### config.mk
export PLATFORM = sky130hd
export DESIGN_NAME = lcd_text_ctrl
export DESIGN_NICKNAME = d
export VERILOG_FILES = /design/src/rtl/lcd_pkg.sv /design/src/rtl/lcd_nibble_tx.sv /design/src/rtl/lcd_text_ctrl.sv
export SDC_FILE = /design/constraint.sdc
export NUM_CORES = 1
export LEC_CHECK = 0
export BUFFER_PORTS_ARGS = -buffer_cell sky130_fd_sc_hd__buf_2
export CORE_MARGIN = 5
export CORE_UTILIZATION = 35
export DETAILED_ROUTE_END_ITERATION = 7
export PLACE_DENSITY_LB_ADDON = 0.25
export SLEW_MARGIN = 10
export SYNTH_ARGS = -nofsm -noshare
export SYNTH_HDL_FRONTEND = slang
export SYNTH_SLANG_ARGS = --single-unit
### constraint.sdc
create_clock -name clk -period 4.55 [get_ports clk]
set_clock_uncertainty 0.1 [all_clocks]
set_input_delay 0.2275 -clock clk [delete_from_list [all_inputs] [get_ports clk]]
set_output_delay 0.2275 -clock clk [all_outputs]
set_load 0.05 [all_outputs]
### src/rtl/lcd_pkg.sv
// Shared types and constants for the HD44780 text controller.
// Optional hex decode is controlled by LCD_HEX_DECODE_EN (see lcd_text_ctrl).
package lcd_pkg;

   typedef enum logic [1:0] {StPwrup, StInit, StSetpos, StWrite} lcd_state_e;

   // 4 wake/mode nibbles followed by 4 command bytes sent as nibble pairs
   localparam int unsigned INIT_STEPS = 12;

   localparam logic [3:0] INIT_NIB_WAKE = 4'h3;
   localparam logic [3:0] INIT_NIB_4BIT = 4'h2;
   localparam logic [7:0] CMD_FUNC_SET  = 8'h28;
   localparam logic [7:0] CMD_ENTRY     = 8'h06;
   localparam logic [7:0] CMD_DISP_ON   = 8'h0C;
   localparam logic [7:0] CMD_CLEAR     = 8'h01;

   function automatic logic [7:0] init_cmd(input logic [1:0] sel);
      logic [7:0] cmd;
      case (sel)
         2'd0:    cmd = CMD_FUNC_SET;
         2'd1:    cmd = CMD_ENTRY;
         2'd2:    cmd = CMD_DISP_ON;
         default: cmd = CMD_CLEAR;
      endcase
      return cmd;
   endfunction

   // DDRAM start address of each line; lines 2/3 continue lines 0/1
   function automatic logic [6:0] row_offset(input logic [1:0] row, input int unsigned cols);
      logic [6:0] c;
      logic [6:0] off;
      c = 7'(cols);
      case (row)
         2'd0:    off = 7'h00;
         2'd1:    off = 7'h40;
         2'd2:    off = c;
         default: off = 7'h40 + c;
      endcase
      return off;
   endfunction

   function automatic logic [7:0] hex_ascii(input logic [3:0] v);
      return (v < 4'd10) ? (8'h30 + {4'h0, v}) : (8'h37 + {4'h0, v});
   endfunction

endpackage

### src/rtl/lcd_nibble_tx.sv
// Sends one 4-bit nibble: holds data/rs for the whole wait, pulses E after
// one setup cycle, and flags done on the last cycle of the wait.
module lcd_nibble_tx #(
   parameter int unsigned E_CYC = 12
) (
   input  logic        clk,
   input  logic        reset,
   input  logic        start_i,
   input  logic [3:0]  nib_i,
   input  logic        rs_i,
   input  logic [31:0] wait_i,
   output logic        lcd_e_o,
   output logic        lcd_rs_o,
   output logic [3:0]  lcd_d_o,
   output logic        done_o
);

   logic        busy_q, busy_d;
   logic        e_q, e_d;
   logic        rs_q, rs_d;
   logic [3:0]  d_q, d_d;
   logic [31:0] cnt_q, cnt_d;
   logic [31:0] wait_q, wait_d;

   always_comb begin
      done_o = busy_q && (cnt_q == wait_q - 32'd1);
      busy_d = busy_q;
      e_d    = e_q;
      rs_d   = rs_q;
      d_d    = d_q;
      cnt_d  = cnt_q;
      wait_d = wait_q;
      if (start_i) begin
         busy_d = 1'b1;
         e_d    = 1'b0;
         rs_d   = rs_i;
         d_d    = nib_i;
         cnt_d  = '0;
         wait_d = wait_i;
      end else if (done_o) begin
         busy_d = 1'b0;
         e_d    = 1'b0;
      end else if (busy_q) begin
         cnt_d = cnt_q + 32'd1;
         // E is high while the new count lies in 1..E_CYC
         e_d   = (cnt_q < E_CYC);
      end
   end

   always_ff @(posedge clk or negedge reset) begin
      if (!reset) begin
         busy_q <= 1'b0;
         e_q    <= 1'b0;
         rs_q   <= 1'b0;
         d_q    <= '0;
         cnt_q  <= '0;
         wait_q <= '0;
      end else begin
         busy_q <= busy_d;
         e_q    <= e_d;
         rs_q   <= rs_d;
         d_q    <= d_d;
         cnt_q  <= cnt_d;
         wait_q <= wait_d;
      end
   end

   assign lcd_e_o  = e_q;
   assign lcd_rs_o = rs_q;
   assign lcd_d_o  = d_q;

endmodule

### src/rtl/lcd_text_ctrl.sv
// HD44780 4-bit text controller: power-up/init, then endless refresh of a
// ROWS x COLS character buffer. Define LCD_HEX_DECODE_EN to add the wr_hex_i input.
module lcd_text_ctrl
   import lcd_pkg::*;
#(
   parameter int unsigned ROWS    = 2,
   parameter int unsigned COLS    = 16,
   parameter int unsigned T_PWRUP = 750000,
   parameter int unsigned T_NIB   = 65,
   parameter int unsigned T_CMD   = 2048,
   parameter int unsigned T_CLR   = 84015,
   parameter int unsigned E_CYC   = 12
) (
   input  logic       clk,
   input  logic       reset,
   input  logic       wr_en_i,
   input  logic [1:0] wr_row_i,
   input  logic [4:0] wr_col_i,
   input  logic [7:0] wr_data_i,
`ifdef LCD_HEX_DECODE_EN
   input  logic       wr_hex_i,
`endif
   output logic       wr_ready_o,
   output logic       frame_done_o,
   output logic       lcd_e_o,
   output logic       lcd_rs_o,
   output logic       lcd_rw_o,
   output logic [3:0] lcd_d_o
);

   localparam int unsigned NCHAR = ROWS * COLS;
   localparam int unsigned BufAw = (NCHAR > 1) ? $clog2(NCHAR) : 1;

   lcd_state_e  state_q, state_d;
   logic [4:0]  idx_q, idx_d;
   logic        lo_q, lo_d;
   logic [1:0]  row_q, row_d;
   logic [7:0]  byte_q, byte_d;
   logic [31:0] pwr_cnt_q, pwr_cnt_d;
   logic        ready_q, ready_d;
   logic        frame_q, frame_d;
   logic [7:0]  buf_q [NCHAR];

   logic             advance;
   logic             tx_rs, tx_done;
   logic [3:0]       tx_nib;
   logic [31:0]      tx_wait;
   logic [7:0]       cur_byte, wr_byte;
   logic [1:0]       init_sel;
   logic [BufAw-1:0] rd_idx, wr_idx;
   logic             wr_ok;

   always_comb begin
      wr_byte = wr_data_i;
`ifdef LCD_HEX_DECODE_EN
      if (wr_hex_i) wr_byte = hex_ascii(wr_data_i[3:0]);
`endif
      wr_ok  = wr_en_i && ready_q && (32'(wr_row_i) < ROWS) && (32'(wr_col_i) < COLS);
      wr_idx = BufAw'(32'(wr_row_i) * COLS + 32'(wr_col_i));
   end

   always_ff @(posedge clk or negedge reset) begin
      if (!reset) begin
         for (int unsigned i = 0; i < NCHAR; i++) buf_q[i] <= 8'h20;
      end else if (wr_ok) begin
         buf_q[wr_idx] <= wr_byte;
      end
   end

   always_comb begin
      state_d   = state_q;
      idx_d     = idx_q;
      lo_d      = lo_q;
      row_d     = row_q;
      byte_d    = byte_q;
      pwr_cnt_d = pwr_cnt_q;
      ready_d   = ready_q;
      frame_d   = 1'b0;
      advance   = 1'b0;
      tx_nib    = 4'h0;
      tx_rs     = 1'b0;
      tx_wait   = T_CMD;
      cur_byte  = '0;
      init_sel  = '0;
      rd_idx    = '0;

      if (state_q == StPwrup) begin
         if (pwr_cnt_q == T_PWRUP - 1) advance = 1'b1;
         else pwr_cnt_d = pwr_cnt_q + 32'd1;
      end else begin
         advance = tx_done;
      end

      // Step to the next nibble position
      if (advance) begin
         unique case (state_q)
            StPwrup: begin
               state_d   = StInit;
               idx_d     = '0;
               pwr_cnt_d = '0;
            end
            StInit: begin
               if (idx_q == 5'(INIT_STEPS - 1)) begin
                  state_d = StSetpos;
                  row_d   = '0;
                  lo_d    = 1'b0;
                  ready_d = 1'b1;
               end else begin
                  idx_d = idx_q + 5'd1;
               end
            end
            StSetpos: begin
               if (!lo_q) begin
                  lo_d = 1'b1;
               end else begin
                  state_d = StWrite;
                  idx_d   = '0;
                  lo_d    = 1'b0;
               end
            end
            StWrite: begin
               if (!lo_q) begin
                  lo_d = 1'b1;
               end else if (32'(idx_q) == COLS - 1) begin
                  state_d = StSetpos;
                  lo_d    = 1'b0;
                  if (32'(row_q) == ROWS - 1) begin
                     row_d   = '0;
                     frame_d = 1'b1;
                  end else begin
                     row_d = row_q + 2'd1;
                  end
               end else begin
                  idx_d = idx_q + 5'd1;
                  lo_d  = 1'b0;
               end
            end
            default: ;
         endcase
      end

      // Nibble content for the position being entered
      case (state_d)
         StInit: begin
            if (idx_d < 5'd4) begin
               tx_nib  = (idx_d == 5'd3) ? INIT_NIB_4BIT : INIT_NIB_WAKE;
               tx_wait = T_CMD;
            end else begin
               init_sel = 2'(idx_d[3:1] - 3'd2);
               cur_byte = init_cmd(init_sel);
               tx_nib   = idx_d[0] ? cur_byte[3:0] : cur_byte[7:4];
               tx_wait  = !idx_d[0] ? T_NIB : ((cur_byte == CMD_CLEAR) ? T_CLR : T_CMD);
            end
         end
         StSetpos: begin
            cur_byte = {1'b1, row_offset(row_d, COLS)};
            tx_nib   = lo_d ? cur_byte[3:0] : cur_byte[7:4];
            tx_wait  = lo_d ? T_CMD : T_NIB;
         end
         StWrite: begin
            rd_idx = BufAw'(32'(row_d) * COLS + 32'(idx_d));
            // Character is captured as its high nibble starts
            cur_byte = lo_d ? byte_q : buf_q[rd_idx];
            if (advance && !lo_d) byte_d = cur_byte;
            tx_rs   = 1'b1;
            tx_nib  = lo_d ? cur_byte[3:0] : cur_byte[7:4];
            tx_wait = lo_d ? T_CMD : T_NIB;
         end
         default: ;
      endcase
   end

   always_ff @(posedge clk or negedge reset) begin
      if (!reset) begin
         state_q   <= StPwrup;
         idx_q     <= '0;
         lo_q      <= 1'b0;
         row_q     <= '0;
         byte_q    <= '0;
         pwr_cnt_q <= '0;
         ready_q   <= 1'b0;
         frame_q   <= 1'b0;
      end else begin
         state_q   <= state_d;
         idx_q     <= idx_d;
         lo_q      <= lo_d;
         row_q     <= row_d;
         byte_q    <= byte_d;
         pwr_cnt_q <= pwr_cnt_d;
         ready_q   <= ready_d;
         frame_q   <= frame_d;
      end
   end

   lcd_nibble_tx #(
      .E_CYC (E_CYC)
   ) u_tx (
      .clk      (clk),
      .reset    (reset),
      .start_i  (advance),
      .nib_i    (tx_nib),
      .rs_i     (tx_rs),
      .wait_i   (tx_wait),
      .lcd_e_o  (lcd_e_o),
      .lcd_rs_o (lcd_rs_o),
      .lcd_d_o  (lcd_d_o),
      .done_o   (tx_done)
   );

   assign wr_ready_o   = ready_q;
   assign frame_done_o = frame_q;
   assign lcd_rw_o     = 1'b0;

endmodule

-- Word level (Yosys, flattened, before mapping)
Index checks and enable logic that the tools add are counted.
Widths: inputs -> output; s select.
- register bits: 379
- bits of input ports: 18
- output and inout port bits: 9
- word-level logic and storage cells: 163
- add/subtract/negate cells: 8
- order comparisons: 7
- eq/ne operators: 18
- mux-type cells: 64
- bitwise operators: 2
- reductions and logical operators: 18
- operators with widths (operator ; number):
    $bwmux 256 ; 1
    $mux 32 ; 7
    $add 32x1->32 const B ; 2
    $mux 17 ; 3
    $mux 8 ; 6
    $bmux 8 s5 ; 1
    $demux 8 s5 ; 1
    $pmux 17 s2 ; 1
    $eq 32x20->1 const B ; 1
    $eq 32x32->1 ; 1
    $lt 32x4->1 const B ; 1
    $sub 32x1->32 const B ; 1
    $mux 5 ; 5
    $pmux 7 s3 ; 1
    $mux 2 ; 10
    $pmux 5 s4 ; 1
    $pmux 6 s3 ; 1
    $mux 1 ; 17
    $mux 4 ; 4
    $eq 2x2->1 const B ; 6
    $ge 6x6->1 const B ; 2
    $mux 12 ; 1
    $not 5->6 ; 2
    $pmux 4 s3 ; 1
    24 further kinds ; 40

-- Longest topological paths before layout
Gate-level depths: netlist (run 1).
- word-level depth: 15
- depth in mapped cells: 25

-- Modules after synthesis
Synthesis (run 1) repeated with hierarchy kept, for this count alone.
- cell total of the unflattened synthesis: 1831
- area total of the unflattened synthesis: 19437.4 um2
- modules (own cells, without submodules) (module ; instances ; cells an instance ; area an instance (um2) ; sequential area each (um2)):
    lcd_text_ctrl ; 1 ; 1353 ; 14843.0 ; 7647.3
    lcd_nibble_tx ; 1 ; 478 ; 4594.4 ; 1776.7

-- Least setup slack after synthesis (run 1)
OpenSTA, ideal clock, no wires.
- path kind: register to register
- start point: register u_tx.wait_q[14]
- end point: register u_tx.d_q[2], in the netlist u_tx.lcd_d_o[2]
- library setup time: 121 ps
- data arrival time: 4002 ps
- required time: 4329 ps
- slack: 328 ps
- cell stages (with the launch flop): 21
- clock period less this slack: 4222 ps
- path through: dfrtp_1 -> buf_2 -> inv_1 -> ha_1 -> buf_2 -> nor2b_1 -> nor2b_1 -> ha_1 -> xnor2_1 -> nor3_1 -> and3_1 -> nand4_2 -> o21ai_2 -> and2_1 -> buf_6 -> mux2_1 -> and3_1 -> or4_1 -> o21a_1 -> a31oi_1 -> nor2_1
- word-level cells in the longest chain between the ends: 13
- elaborated cells between the ends (all ways): 34
- classes of those cells: add/sub: 3; order compare: 1; eq/ne: 8; mux: 18; bitwise: 1; reduce/logical: 3
- RTL lines (what ; RTL line ; source):
    start, declared ; lcd_nibble_tx.sv:23 ; logic [31:0] wait_q, wait_d;
    start signal, assigned ; lcd_nibble_tx.sv:64 ; wait_q <= wait_d;
    $sub 32x1->32 (*) ; lcd_nibble_tx.sv:26 ; done_o = busy_q && (cnt_q == wait_q - 32'd1);
    $eq 32x32->1 (*) ; lcd_nibble_tx.sv:26 ;
    $logic_and 1x1->1 (*) ; lcd_nibble_tx.sv:26 ;
    $mux 1 (*) ; lcd_text_ctrl.sv:87 ; if (state_q == StPwrup) begin
    $mux 5 or $mux 2 (tied branches) ; lcd_text_ctrl.sv:95 ; if (advance) begin
    $add 5x5->5 or $sub 2x2->2 (tied branches) ; lcd_text_ctrl.sv:161, lcd_text_ctrl.sv:149 ;
    $not 5->6 (not written as such) (tied with other cells) ; lcd_text_ctrl.sv:163 ; cur_byte = lo_d ? byte_q : buf_q[rd_idx];
    $bmux 8 s5 or $pmux 6 s3 (tied branches) ; lcd_text_ctrl.sv:163, lcd_pkg.sv:19 ;
    $mux 8 (on tied branches) ; lcd_text_ctrl.sv:163, lcd_text_ctrl.sv:145 ;
    $mux 8 (on tied branches) ; lcd_text_ctrl.sv:163, lcd_text_ctrl.sv:143 ;
    $mux 8 or $mux 4 (tied branches) ; lcd_text_ctrl.sv:163, lcd_text_ctrl.sv:151 ;
    $mux 4 (on tied branches) ; lcd_text_ctrl.sv:166, lcd_text_ctrl.sv:145 ;
    $pmux 4 s3 ; lcd_text_ctrl.sv:143 ; case (state_d)
    end signal, assigned ; lcd_nibble_tx.sv:55 ; d_q <= '0;
    end signal, assigned ; lcd_nibble_tx.sv:62 ; d_q <= d_d;
    end, declared ; lcd_nibble_tx.sv:21 ; logic [3:0] d_q, d_d;
Mark *: on every way between the ends. The rest lies on a longest branch, timed or not. The select of a mux whose other input is x is not followed.
A chain may end at the register's enable or synchronous reset.

-- Worst setup path in the final report (run 1)
- start point: register u_tx.wait_q[14]
- end point: register u_tx.d_q[0], in the netlist u_tx.lcd_d_o[0]
Same word-level chain as after synthesis.

==> results of run 1 <==
==> sequential cells by signal, summed over array words and instances (netlist names), named ones only <==
signal,count
state_q,2
u_tx.cnt_q,32
idx_q,5
u_tx.lcd_d_o,4
lo_q,1
u_tx.lcd_rs_o,1
pwr_cnt_q,31
u_tx.wait_q,4
u_tx.busy_q,1
wr_ready_o,1
u_tx.lcd_e_o,1
buf_q,256
byte_q,2
row_q,2
frame_done_o,1
==> worst paths after layout <==
kind / from / end / slack (ns) / cells past startpoint
max: u_tx.wait_q[14] / u_tx.lcd_d_o[0] / 0.23 / 16
min: reset / u_tx.cnt_q[14] / 0.12 / 2
max reg2reg: u_tx.wait_q[14] / u_tx.lcd_d_o[0] / 0.23 / 16
min reg2reg: row_q[1] / frame_done_o / 0.37 / 1
max in group asynchronous: reset / buf_q[110] / 3.07 / 3
min in group clk: wr_col_i[3] / buf_q[4] / 0.16 / 4
==> area by class of cell <==
class,instances,share of cell area
inverter,22,0.00451
tap,672,0.0421
multi-input combinational,1099,0.423
clock buffer,67,0.0592
clock inverter,5,0.00451
timing repair buffer,70,0.0296
sequential,347,0.437
==> kinds of logic (layout without fill, tap and decap cells) <==
kind of cell             Yosys count  after routing
multiplexers                     392            392
flip-flops                       347            347
XOR/XNOR                          57             57
AO/OA/AOI/OAI                    160            160
AND/OR/NAND/NOR                  478            478
other                              1              1
adder cells (fa/ha/maj)           11             11
buffers and inverters            106            164
==> stage by stage <==
stage	hold slack [ns]	utilization	total power, mW
finish	0.123	0.399	6.39
global route	0.175	0.399	6.59
CTS	0.123	0.398	6.49
detailed placement	0.138	0.373	3.28
global placement	0.142	0.373	3.28
floorplan	-0.168	-	3.18
==> synthesized netlist by cell type (all sizes together) (3+ instances only) <==
master / n / area share
o2111ai: 4 / 0.0020
a311o: 6 / 0.0034
xnor2: 30 / 0.015
clkbuf: 44 / 0.0093
a311oi: 7 / 0.0035
or4: 5 / 0.0021
a211oi: 10 / 0.0042
inv: 22 / 0.0051
and4: 6 / 0.0030
nor4: 13 / 0.0058
o211ai: 5 / 0.0021
nand4: 27 / 0.0099
a41oi: 5 / 0.0025
nor3: 24 / 0.0071
xor2: 27 / 0.014
nor4b: 4 / 0.0020
nand2: 165 / 0.035
mux2i: 120 / 0.068
mux4: 7 / 0.0089
or4b: 3 / 0.0017
nor2: 99 / 0.021
o41ai: 3 / 0.0030
o21ai: 42 / 0.012
mux2: 265 / 0.17
or2: 5 / 0.0018
a21boi: 5 / 0.0021
nand2b: 4 / 0.0014
a21oi: 24 / 0.0070
o21bai: 3 / 0.0013
o22ai: 4 / 0.0014
buf: 40 / 0.016
and2: 10 / 0.0035
o21a: 5 / 0.0021
nor2b: 6 / 0.0021
a22oi: 4 / 0.0017
and3: 19 / 0.0067
dfrtp: 315 / 0.45
ha: 11 / 0.0078
a31oi: 8 / 0.0028
o31ai: 3 / 0.0013
a32oi: 4 / 0.0020
nand3: 81 / 0.024
dfstp: 32 / 0.048
a21o: 4 / 0.0017
==> layer usage <==
layer / share of wire / wire [µm] / vias to the layer above / global-route usage
li1: - / - / 5644 / -
met2: 0.46 / 21800 / 235 / 0.267
met1: 0.48 / 22700 / 6281 / 0.240
met3: 0.041 / 1970 / 70 / 0.0274
met5: 0 / 0 / - / 0
met4: 0.026 / 1230 / 0 / 0.0501
==> power breakdown <==
part	internal [mW]	leakage (nW)	switching [mW]
sequential	3.09	4.72	0
combinational	0.0155	4.04	0.121
clock	1.84	0.616	1.33
total	4.94	9.37	1.45
==> cell usage in the layout, fill, tap and decap left out, types with 23 or more instances in the layout <==
master,netlist,layout
sky130_fd_sc_hd__dfstp_2,32,32
sky130_fd_sc_hd__mux2_2,263,263
sky130_fd_sc_hd__nand3_1,79,79
sky130_fd_sc_hd__o21ai_0,35,35
sky130_fd_sc_hd__dfrtp_1,315,315
sky130_fd_sc_hd__xor2_1,26,26
sky130_fd_sc_hd__nand4_1,26,26
sky130_fd_sc_hd__a21oi_1,23,23
sky130_fd_sc_hd__buf_2,16,24
sky130_fd_sc_hd__clkbuf_16,0,40
sky130_fd_sc_hd__xnor2_1,30,30
sky130_fd_sc_hd__nand2_1,164,164
sky130_fd_sc_hd__buf_4,12,34
sky130_fd_sc_hd__mux2i_1,120,119
sky130_fd_sc_hd__nor2_1,99,99
==> worst max-delay path, cell delays in order (launching register included) <==
cell and delay (ns):
sky130_fd_sc_hd__dfrtp_1 0.37, sky130_fd_sc_hd__inv_1 0.12, sky130_fd_sc_hd__ha_1 0.19, sky130_fd_sc_hd__buf_4 0.15
sky130_fd_sc_hd__or4b_4 0.52, sky130_fd_sc_hd__nor4_4 0.30, sky130_fd_sc_hd__a31oi_1 0.11, sky130_fd_sc_hd__nor3_2 0.24
sky130_fd_sc_hd__and2_1 0.37, sky130_fd_sc_hd__mux2i_2 0.33, sky130_fd_sc_hd__buf_4 0.32, sky130_fd_sc_hd__a211oi_1 0.09
sky130_fd_sc_hd__a311o_1 0.33, sky130_fd_sc_hd__o211ai_1 0.12, sky130_fd_sc_hd__a21oi_1 0.13, sky130_fd_sc_hd__o311ai_1 0.33
sky130_fd_sc_hd__o21a_1 0.16
==> what timing repair did <==
action | in CTS | in global routing
endpoints found under the setup margin | 0 | 7
endpoints found under the hold margin | 66 | 0
hold buffers | 1 | 0
resized for setup | 0 | 6
==> flow_summary.html, run 1 <==
<table>
<tr><th>Metric</th><th>Value</th></tr>
<tr><th colspan="2">Status</th></tr>
<tr><td>Outcome</td><td>finished clean</td></tr>
<tr><th colspan="2">Logic synthesis</th></tr>
<tr><td>Fraction of registers with async set/reset</td><td>1.00</td></tr>
<tr><td>Number of distinct library cells after synthesis</td><td>84</td></tr>
<tr><td>Complex-gate fraction of the synthesized area</td><td>0.0635</td></tr>
<tr><td>Post-Synth Adder-Cell Area</td><td>0.00778</td></tr>
<tr><td>Share of the synthesized netlist area taken by xor and xnor gates</td><td>0.0287</td></tr>
<tr><td>Cell count after synthesis</td><td>1552</td></tr>
<tr><td>Post-synthesis share of cell area spent on and, or, nand and nor gates</td><td>0.131</td></tr>
<tr><td>Mux contribution to synthesized area</td><td>0.246</td></tr>
<tr><td>Number of warnings printed during yosys synthesis</td><td>0</td></tr>
<tr><td>Syn Std Cell Area</td><td>0.0177 mm²</td></tr>
<tr><td>EDFF count, synth</td><td>0</td></tr>
<tr><td>Leading register cell type out of synthesis</td><td>sky130_fd_sc_hd__dfrtp_1</td></tr>
<tr><td>Part of the Yosys area used for sequential elements</td><td>0.493</td></tr>
<tr><td>Largest family of logic cells by synthesized area</td><td>multiplexers</td></tr>
<tr><td>Post-Synthesis Net Count</td><td>1581</td></tr>
<tr><td>Synth Area per Inst</td><td>11.4 µm²</td></tr>
<tr><td>Register bit total from synthesis</td><td>347</td></tr>
<tr><th colspan="2">Clocking</th></tr>
<tr><td># clock sinks</td><td>347</td></tr>
<tr><td>Number of buffers inserted during clock tree synthesis</td><td>40</td></tr>
<tr><td>CTS tree</td><td>yes</td></tr>
<tr><td>Clock Pin Slew Worst Setup and Hold Paths</td><td>roughly 0.070 ns</td></tr>
<tr><td>Root buffer selected by CTS</td><td>sky130_fd_sc_hd__clkbuf_16</td></tr>
<tr><td>Clock latency of the later-clocked register in the worst-skew pair</td><td>0.58 ns</td></tr>
<tr><td>Level count of the clock H-tree</td><td>2</td></tr>
<tr><td>Buffers inserted by post-CTS timing repair</td><td>0</td></tr>
<tr><td>Clk buf depth</td><td>3</td></tr>
<tr><th colspan="2">Floorplan</th></tr>
<tr><td>Std-Cell Rows</td><td>82</td></tr>
<tr><td>Height of the die</td><td>235 µm</td></tr>
<tr><td>Core area</td><td>0.0501 mm²</td></tr>
<tr><td>Die footprint</td><td>0.0551 mm²</td></tr>
<tr><td>I/O pins</td><td>27</td></tr>
<tr><td>Overall die width</td><td>235 µm</td></tr>
<tr><td>Starting density of the core</td><td>0.353</td></tr>
<tr><th colspan="2">Timing</th></tr>
<tr><td>Share of the cycle needed by the critical path after routing</td><td>0.950</td></tr>
<tr><td>Relative slew slack</td><td>0.255</td></tr>
<tr><td>Final hold violations</td><td>0</td></tr>
<tr><td>Count of pins over their slew limit</td><td>0</td></tr>
<tr><td>Peak Freq</td><td>0.231 GHz</td></tr>
<tr><td>Setup-violating endpoint count in the final report</td><td>0</td></tr>
<tr><td>Actual slew at the worst max-slew pin</td><td>about 1.1 ns</td></tr>
<tr><td>Worst Setup Slack, final</td><td>0.229 ns</td></tr>
<tr><td>Setup repair after global routing missed its margin</td><td>false</td></tr>
<tr><td>Final critical delay including setup and external delays</td><td>4.32 ns</td></tr>
<tr><td>Total negative setup slack</td><td>0 ns</td></tr>
<tr><th colspan="2">Power</th></tr>
<tr><td>Leak</td><td>between 9 and 10 nW</td></tr>
<tr><td>IR drop worst, VDD</td><td>0.238 mV</td></tr>
<tr><td>Areal power density over the cells</td><td>320 mW/mm²</td></tr>
<tr><th colspan="2">Final layout</th></tr>
<tr><td>Area used by sequential logic in the layout</td><td>0.00872 mm²</td></tr>
<tr><td>Layout Cells excl Fill</td><td>2282</td></tr>
<tr><td>Share of cells above drive strength 1</td><td>0.283</td></tr>
<tr><td>Final design area excluding fillers</td><td>0.0200 mm²</td></tr>
<tr><td>Combined area of the multi-input logic cells</td><td>roughly 0.0084 mm²</td></tr>
<tr><td>Fill count</td><td>4943</td></tr>
<tr><td>Number of antenna cells inserted</td><td>0</td></tr>
<tr><td>Total Nets Final</td><td>1609</td></tr>
<tr><td>Area growth, synth to finish</td><td>12.9%</td></tr>
<tr><th colspan="2">Global route</th></tr>
<tr><td>Wire length of the first global-routing pass</td><td>between 70 and 80 mm</td></tr>
<tr><td>Total congestion overflow</td><td>0</td></tr>
<tr><td>Via count of the first global-routing pass</td><td>12600</td></tr>
<tr><td>Largest net degree at the start of global routing</td><td>roughly 130</td></tr>
<tr><td>Antenna violations before repair</td><td>1</td></tr>
<tr><td>All-layer global routing usage</td><td>0.169</td></tr>
<tr><th colspan="2">Place</th></tr>
<tr><td>Placed Instance Area</td><td>0.0187 mm²</td></tr>
<tr><td>Number of placed instances with taps included</td><td>2209</td></tr>
<tr><td># port buffers</td><td>25</td></tr>
<tr><td>Global placer's final weighted congestion</td><td>between 0.8 and 0.9</td></tr>
<tr><td>Minimum setup slack after placement</td><td>0.162 ns</td></tr>
<tr><td>DPL Wire Length</td><td>roughly 32 mm</td></tr>
<tr><th colspan="2">Critical path</th></tr>
<tr><td>Arrival time at the worst endpoint</td><td>around 4.7 ns</td></tr>
<tr><td>Data required time at the worst endpoint</td><td>4.97 ns</td></tr>
<tr><td>Largest driver fanout on the critical path</td><td>22</td></tr>
<tr><td>Sort of element at the end of the critical path</td><td>flop</td></tr>
<tr><td>Critical path class</td><td>flop to flop</td></tr>
<tr><td>Type of element launching the critical path</td><td>flop</td></tr>
<tr><th colspan="2">Route</th></tr>
<tr><td>Average detailed-routed wire length per instance</td><td>between 20 and 25 µm</td></tr>
<tr><td>Detailed router's first-iteration violation count</td><td>789</td></tr>
<tr><td>Detail Route Antenna Nets</td><td>0</td></tr>
<tr><td>Vias per cell</td><td>between 5 and 6</td></tr>
<tr><td>Number of iterations in the first detailed-routing pass</td><td>4</td></tr>
<tr><td>Via count</td><td>12200</td></tr>
<tr><td>Remaining routing DRC violations</td><td>0</td></tr>
<tr><td>Final wirelength</td><td>between 40 and 50 mm</td></tr>
<tr><th colspan="2">Flow run</th></tr>
<tr><td>Max_cap viols</td><td>0</td></tr>
<tr><th colspan="2">Min path</th></tr>
<tr><td>Min-Delay Path Class</td><td>input pin to asynchronous set/reset pin</td></tr>
</table>
Note: power is estimated with default switching activity, not from simulation.
==> run 2, diff against run 1 <==
==> constraint.sdc (replaced) <==
create_clock -name clk -period 4.55 [get_ports clk]
set_clock_uncertainty 0.1 [all_clocks]
set_input_delay 0 -clock clk [delete_from_list [all_inputs] [get_ports clk]]
set_output_delay 0 -clock clk [all_outputs]
set_load 0.05 [all_outputs]
==> run 2 against run 1 <==
Effect of this change: combinational power grew 4%; die area is the same; critical path type unchanged; hold slack lost 0.087 ns; count of clock-buffer cells in the layout shrank 12; routed wire length shrank 0.53%; core utilization grew 0.25 points; first-iteration DRC count grew 18%; fmax grew 0.40%; non-clock buffer count grew 8; total power grew 2.1%; sequential power is essentially flat; critical path depth grew 2.
==> flow_summary.html, run 2 (synthesis gave the netlist of run 1 again) <==
<table>
<tr><th>Metric</th><th>Value</th></tr>
<tr><th colspan="2">Timing</th></tr>
<tr><td>Worst Setup Slack, final</td><td>0.247 ns</td></tr>
<tr><td>Actual slew at the worst max-slew pin</td><td>1.16 ns</td></tr>
<tr><td>Setup-violating endpoint count in the final report</td><td>0</td></tr>
<tr><td>Setup repair after global routing missed its margin</td><td>true</td></tr>
<tr><td>Peak Freq</td><td>roughly 0.23 GHz</td></tr>
<tr><td>Share of the cycle needed by the critical path after routing</td><td>0.946</td></tr>
<tr><td>Final critical delay including setup and external delays</td><td>4.30 ns</td></tr>
<tr><td>Relative slew slack</td><td>0.224</td></tr>
<tr><td>Final hold violations</td><td>0</td></tr>
<tr><td>Count of pins over their slew limit</td><td>0</td></tr>
<tr><th colspan="2">Clocking</th></tr>
<tr><td>Clock Pin Slew Worst Setup and Hold Paths</td><td>approximately 0.060 ns</td></tr>
<tr><td>Number of buffers inserted during clock tree synthesis</td><td>40</td></tr>
<tr><td>Level count of the clock H-tree</td><td>2</td></tr>
<tr><td>CTS tree</td><td>yes</td></tr>
<tr><td>Clock latency of the later-clocked register in the worst-skew pair</td><td>0.57 ns</td></tr>
<tr><td>Root buffer selected by CTS</td><td>sky130_fd_sc_hd__clkbuf_16</td></tr>
<tr><td># clock sinks</td><td>347</td></tr>
<tr><td>Clk buf depth</td><td>3</td></tr>
<tr><th colspan="2">Critical path</th></tr>
<tr><td>Data required time at the worst endpoint</td><td>4.96 ns</td></tr>
<tr><td>Largest driver fanout on the critical path</td><td>30</td></tr>
<tr><td>Kind of cell with the highest combined delay on the critical path</td><td>simple AND/OR/NAND/NOR gates</td></tr>
<tr><td>Startpoint of the lowest-slack register-to-register path</td><td>u_tx.wait_q[14]</td></tr>
<tr><td>Worst reg2reg path depth</td><td>18</td></tr>
<tr><td>Sort of element at the end of the critical path</td><td>flop</td></tr>
<tr><td>Highest-delay cell along the critical path</td><td>sky130_fd_sc_hd__o41ai_4</td></tr>
<tr><td>Slack of the worst reg-to-reg path</td><td>0.25 ns</td></tr>
<tr><td>Slowest cell delay on critical path</td><td>0.43 ns</td></tr>
<tr><td>Arrival time at the worst endpoint</td><td>4.71 ns</td></tr>
<tr><td>Critical path class</td><td>flop to flop</td></tr>
<tr><td>Type of element launching the critical path</td><td>flop</td></tr>
<tr><td>Worst R2R End</td><td>u_tx.lcd_d_o[1]</td></tr>
<tr><td>Buffering stage count on the worst path with inverters included</td><td>3</td></tr>
<tr><td>Sequence of cells on the critical path</td><td>inv_1 &gt; ha_1 &gt; nor2b_2 &gt; nor2b_1 &gt; ha_1 &gt; xnor2_1 &gt; nor3_2 &gt; and3_1 &gt; buf_4 &gt; nand4_2 &gt; o41ai_4 &gt; o41ai_4 &gt; xor2_2 &gt; buf_12 &gt; mux4_2 &gt; a22oi_1 &gt; nor3b_2 &gt; a211o_1</td></tr>
<tr><th colspan="2">Route</th></tr>
<tr><td>Final wirelength</td><td>roughly 47 mm</td></tr>
<tr><td>Remaining routing DRC violations</td><td>0</td></tr>
<tr><td>Via count</td><td>12400</td></tr>
<tr><td>Vias per cell</td><td>5.40</td></tr>
<tr><td>Detail Route Antenna Nets</td><td>0</td></tr>
<tr><td>Number of iterations in the first detailed-routing pass</td><td>8</td></tr>
<tr><td>Detailed router's first-iteration violation count</td><td>931</td></tr>
<tr><td>Average detailed-routed wire length per instance</td><td>20.7 µm</td></tr>
<tr><th colspan="2">Global route</th></tr>
<tr><td>Antenna violations before repair</td><td>0</td></tr>
<tr><td>Total congestion overflow</td><td>0</td></tr>
<tr><td>Largest net degree at the start of global routing</td><td>147</td></tr>
<tr><td>Wire length of the first global-routing pass</td><td>74.6 mm</td></tr>
<tr><td>All-layer global routing usage</td><td>0.168</td></tr>
<tr><td>Via count of the first global-routing pass</td><td>12600</td></tr>
<tr><th colspan="2">Final layout</th></tr>
<tr><td>Total Nets Final</td><td>1617</td></tr>
<tr><td>Area growth, synth to finish</td><td>13.6%</td></tr>
<tr><td>Commonest cells after routing, fill and taps aside</td><td>sky130_fd_sc_hd__dfrtp_1 (315), sky130_fd_sc_hd__mux2_2 (263), sky130_fd_sc_hd__nand2_1 (164)</td></tr>
<tr><td>Share of cells above drive strength 1</td><td>0.292</td></tr>
<tr><td>Fill count</td><td>4942</td></tr>
<tr><td>Registers with the most flip-flops</td><td>buf_q x256, u_tx.cnt_q x32, pwr_cnt_q x31</td></tr>
<tr><td>Commonest non-fill, non-tap cell in the layout</td><td>sky130_fd_sc_hd__dfrtp_1</td></tr>
<tr><td>Largest reg by FF count</td><td>buf_q</td></tr>
<tr><td>Flip-flop count of the largest register after layout</td><td>between 200 and 300</td></tr>
<tr><td>Final design area excluding fillers</td><td>0.0201 mm²</td></tr>
<tr><td>Number of antenna cells inserted</td><td>0</td></tr>
<tr><th colspan="2">Floorplan</th></tr>
<tr><td>Starting density of the core</td><td>0.353</td></tr>
<tr><td>Overall die width</td><td>235 µm</td></tr>
<tr><td>Height of the die</td><td>235 µm</td></tr>
<tr><td>Core area</td><td>~0.050 mm²</td></tr>
<tr><td>I/O pins</td><td>27</td></tr>
<tr><td>Die footprint</td><td>about 0.055 mm²</td></tr>
<tr><td>Std-Cell Rows</td><td>82</td></tr>
<tr><th colspan="2">Min path</th></tr>
<tr><td>Min-Delay Path Class</td><td>input pin to flop</td></tr>
<tr><td>Worst hold path startpoint</td><td>wr_col_i[2]</td></tr>
<tr><td>Worst Hold Depth</td><td>4</td></tr>
<tr><td>Hold worst-path end</td><td>buf_q[4]</td></tr>
<tr><th colspan="2">Flow run</th></tr>
<tr><td>Max_cap viols</td><td>0</td></tr>
<tr><th colspan="2">Power</th></tr>
<tr><td>Leak</td><td>9.45 nW</td></tr>
<tr><td>IR drop worst, VDD</td><td>0.214 mV</td></tr>
<tr><td>Areal power density over the cells</td><td>between 300 and 400 mW/mm²</td></tr>
<tr><th colspan="2">Place</th></tr>
<tr><td>DPL Wire Length</td><td>31.2 mm</td></tr>
<tr><td># port buffers</td><td>25</td></tr>
<tr><td>Minimum setup slack after placement</td><td>0.120 ns</td></tr>
<tr><td>Placed Instance Area</td><td>0.0186 mm²</td></tr>
<tr><td>Global placer's final weighted congestion</td><td>0.882</td></tr>
<tr><th colspan="2">Status</th></tr>
<tr><td>Outcome</td><td>finished clean</td></tr>
</table>
-- run 2: per-stage QoR --
| step | cells | setup TNS, ns | util | hold slack [ns] | power (mW) |
|---|---|---|---|---|---|
| 2_1_floorplan | 1552 | 0 | - | -0.396 | 3.18 |
| 3_3_place_gp | 2213 | 0 | 0.372 | -0.0388 | 3.28 |
| 3_5_place_dp | 2213 | 0 | 0.372 | -0.0306 | 3.28 |
| 4_1_cts | 2288 | 0 | 0.400 | 0.0475 | 6.63 |
| 5_1_grt | 2289 | -0.0335 | 0.401 | 0.0589 | 6.73 |
| 6_report | 2289 | 0 | 0.401 | 0.0356 | 6.53 |
-- run 2: report_power, final --
group | switching [mW] | leakage, nW | internal (mW)
combinational | 0.123 | 4.07 | 0.0186
clock | 1.35 | 0.662 | 1.95
sequential | 0 | 4.72 | 3.09
-- run 2: metal layers --
layer,track usage,vias to the layer above,routed length [µm]
met5,0,-,0
li1,-,5662,-
met4,0.0457,0,1010
met3,0.0287,63,2060
met1,0.240,6358,22500
met2,0.266,277,21900
-- run 2: how the worst max path moves through the flow --
stage | startpoint | endpoint | slack (ns) | cells after the start
2_1_floorplan | u_tx.wait_q[14] | u_tx.lcd_d_o[2] | 0.33 | 20
3_3_place_gp | u_tx.wait_q[14] | u_tx.lcd_d_o[1] | 0.24 | 19
3_5_place_dp | u_tx.wait_q[14] | byte_q[1] | 0.12 | 19
4_1_cts | u_tx.wait_q[14] | byte_q[1] | 0.09 | 19
5_1_grt | u_tx.wait_q[14] | u_tx.lcd_d_o[0] | -0.01 | 18
6_report | u_tx.wait_q[14] | u_tx.lcd_d_o[1] | 0.25 | 18
-- run 2: area by class of cell --
class	instances	area, µm²	area share
Sequential cell	347	8720	0.434
Inverter	22	98.8	0.00492
Timing Repair Buffer	78	631	0.0314
Tap cell	672	841	0.0418
Clock inverter	16	194	0.00965
Clock buffer	55	1150	0.0572
Multi-Input combinational cell	1099	8460	0.421
-- run 2: timing repair --
item	4_1_cts	5_1_grt
buffers inserted	0	1
setup endpoints to repair	0	8
gates resized for setup	0	9
hold buffers	4	0
hold endpoints to repair	91	0
-- run 2: tightest hold or removal path, stage by stage --
cell                      delay, ns
sky130_fd_sc_hd__buf_2         0.14
sky130_fd_sc_hd__nand2_1       0.15
sky130_fd_sc_hd__nor3_2        0.14
sky130_fd_sc_hd__mux2_2        0.24
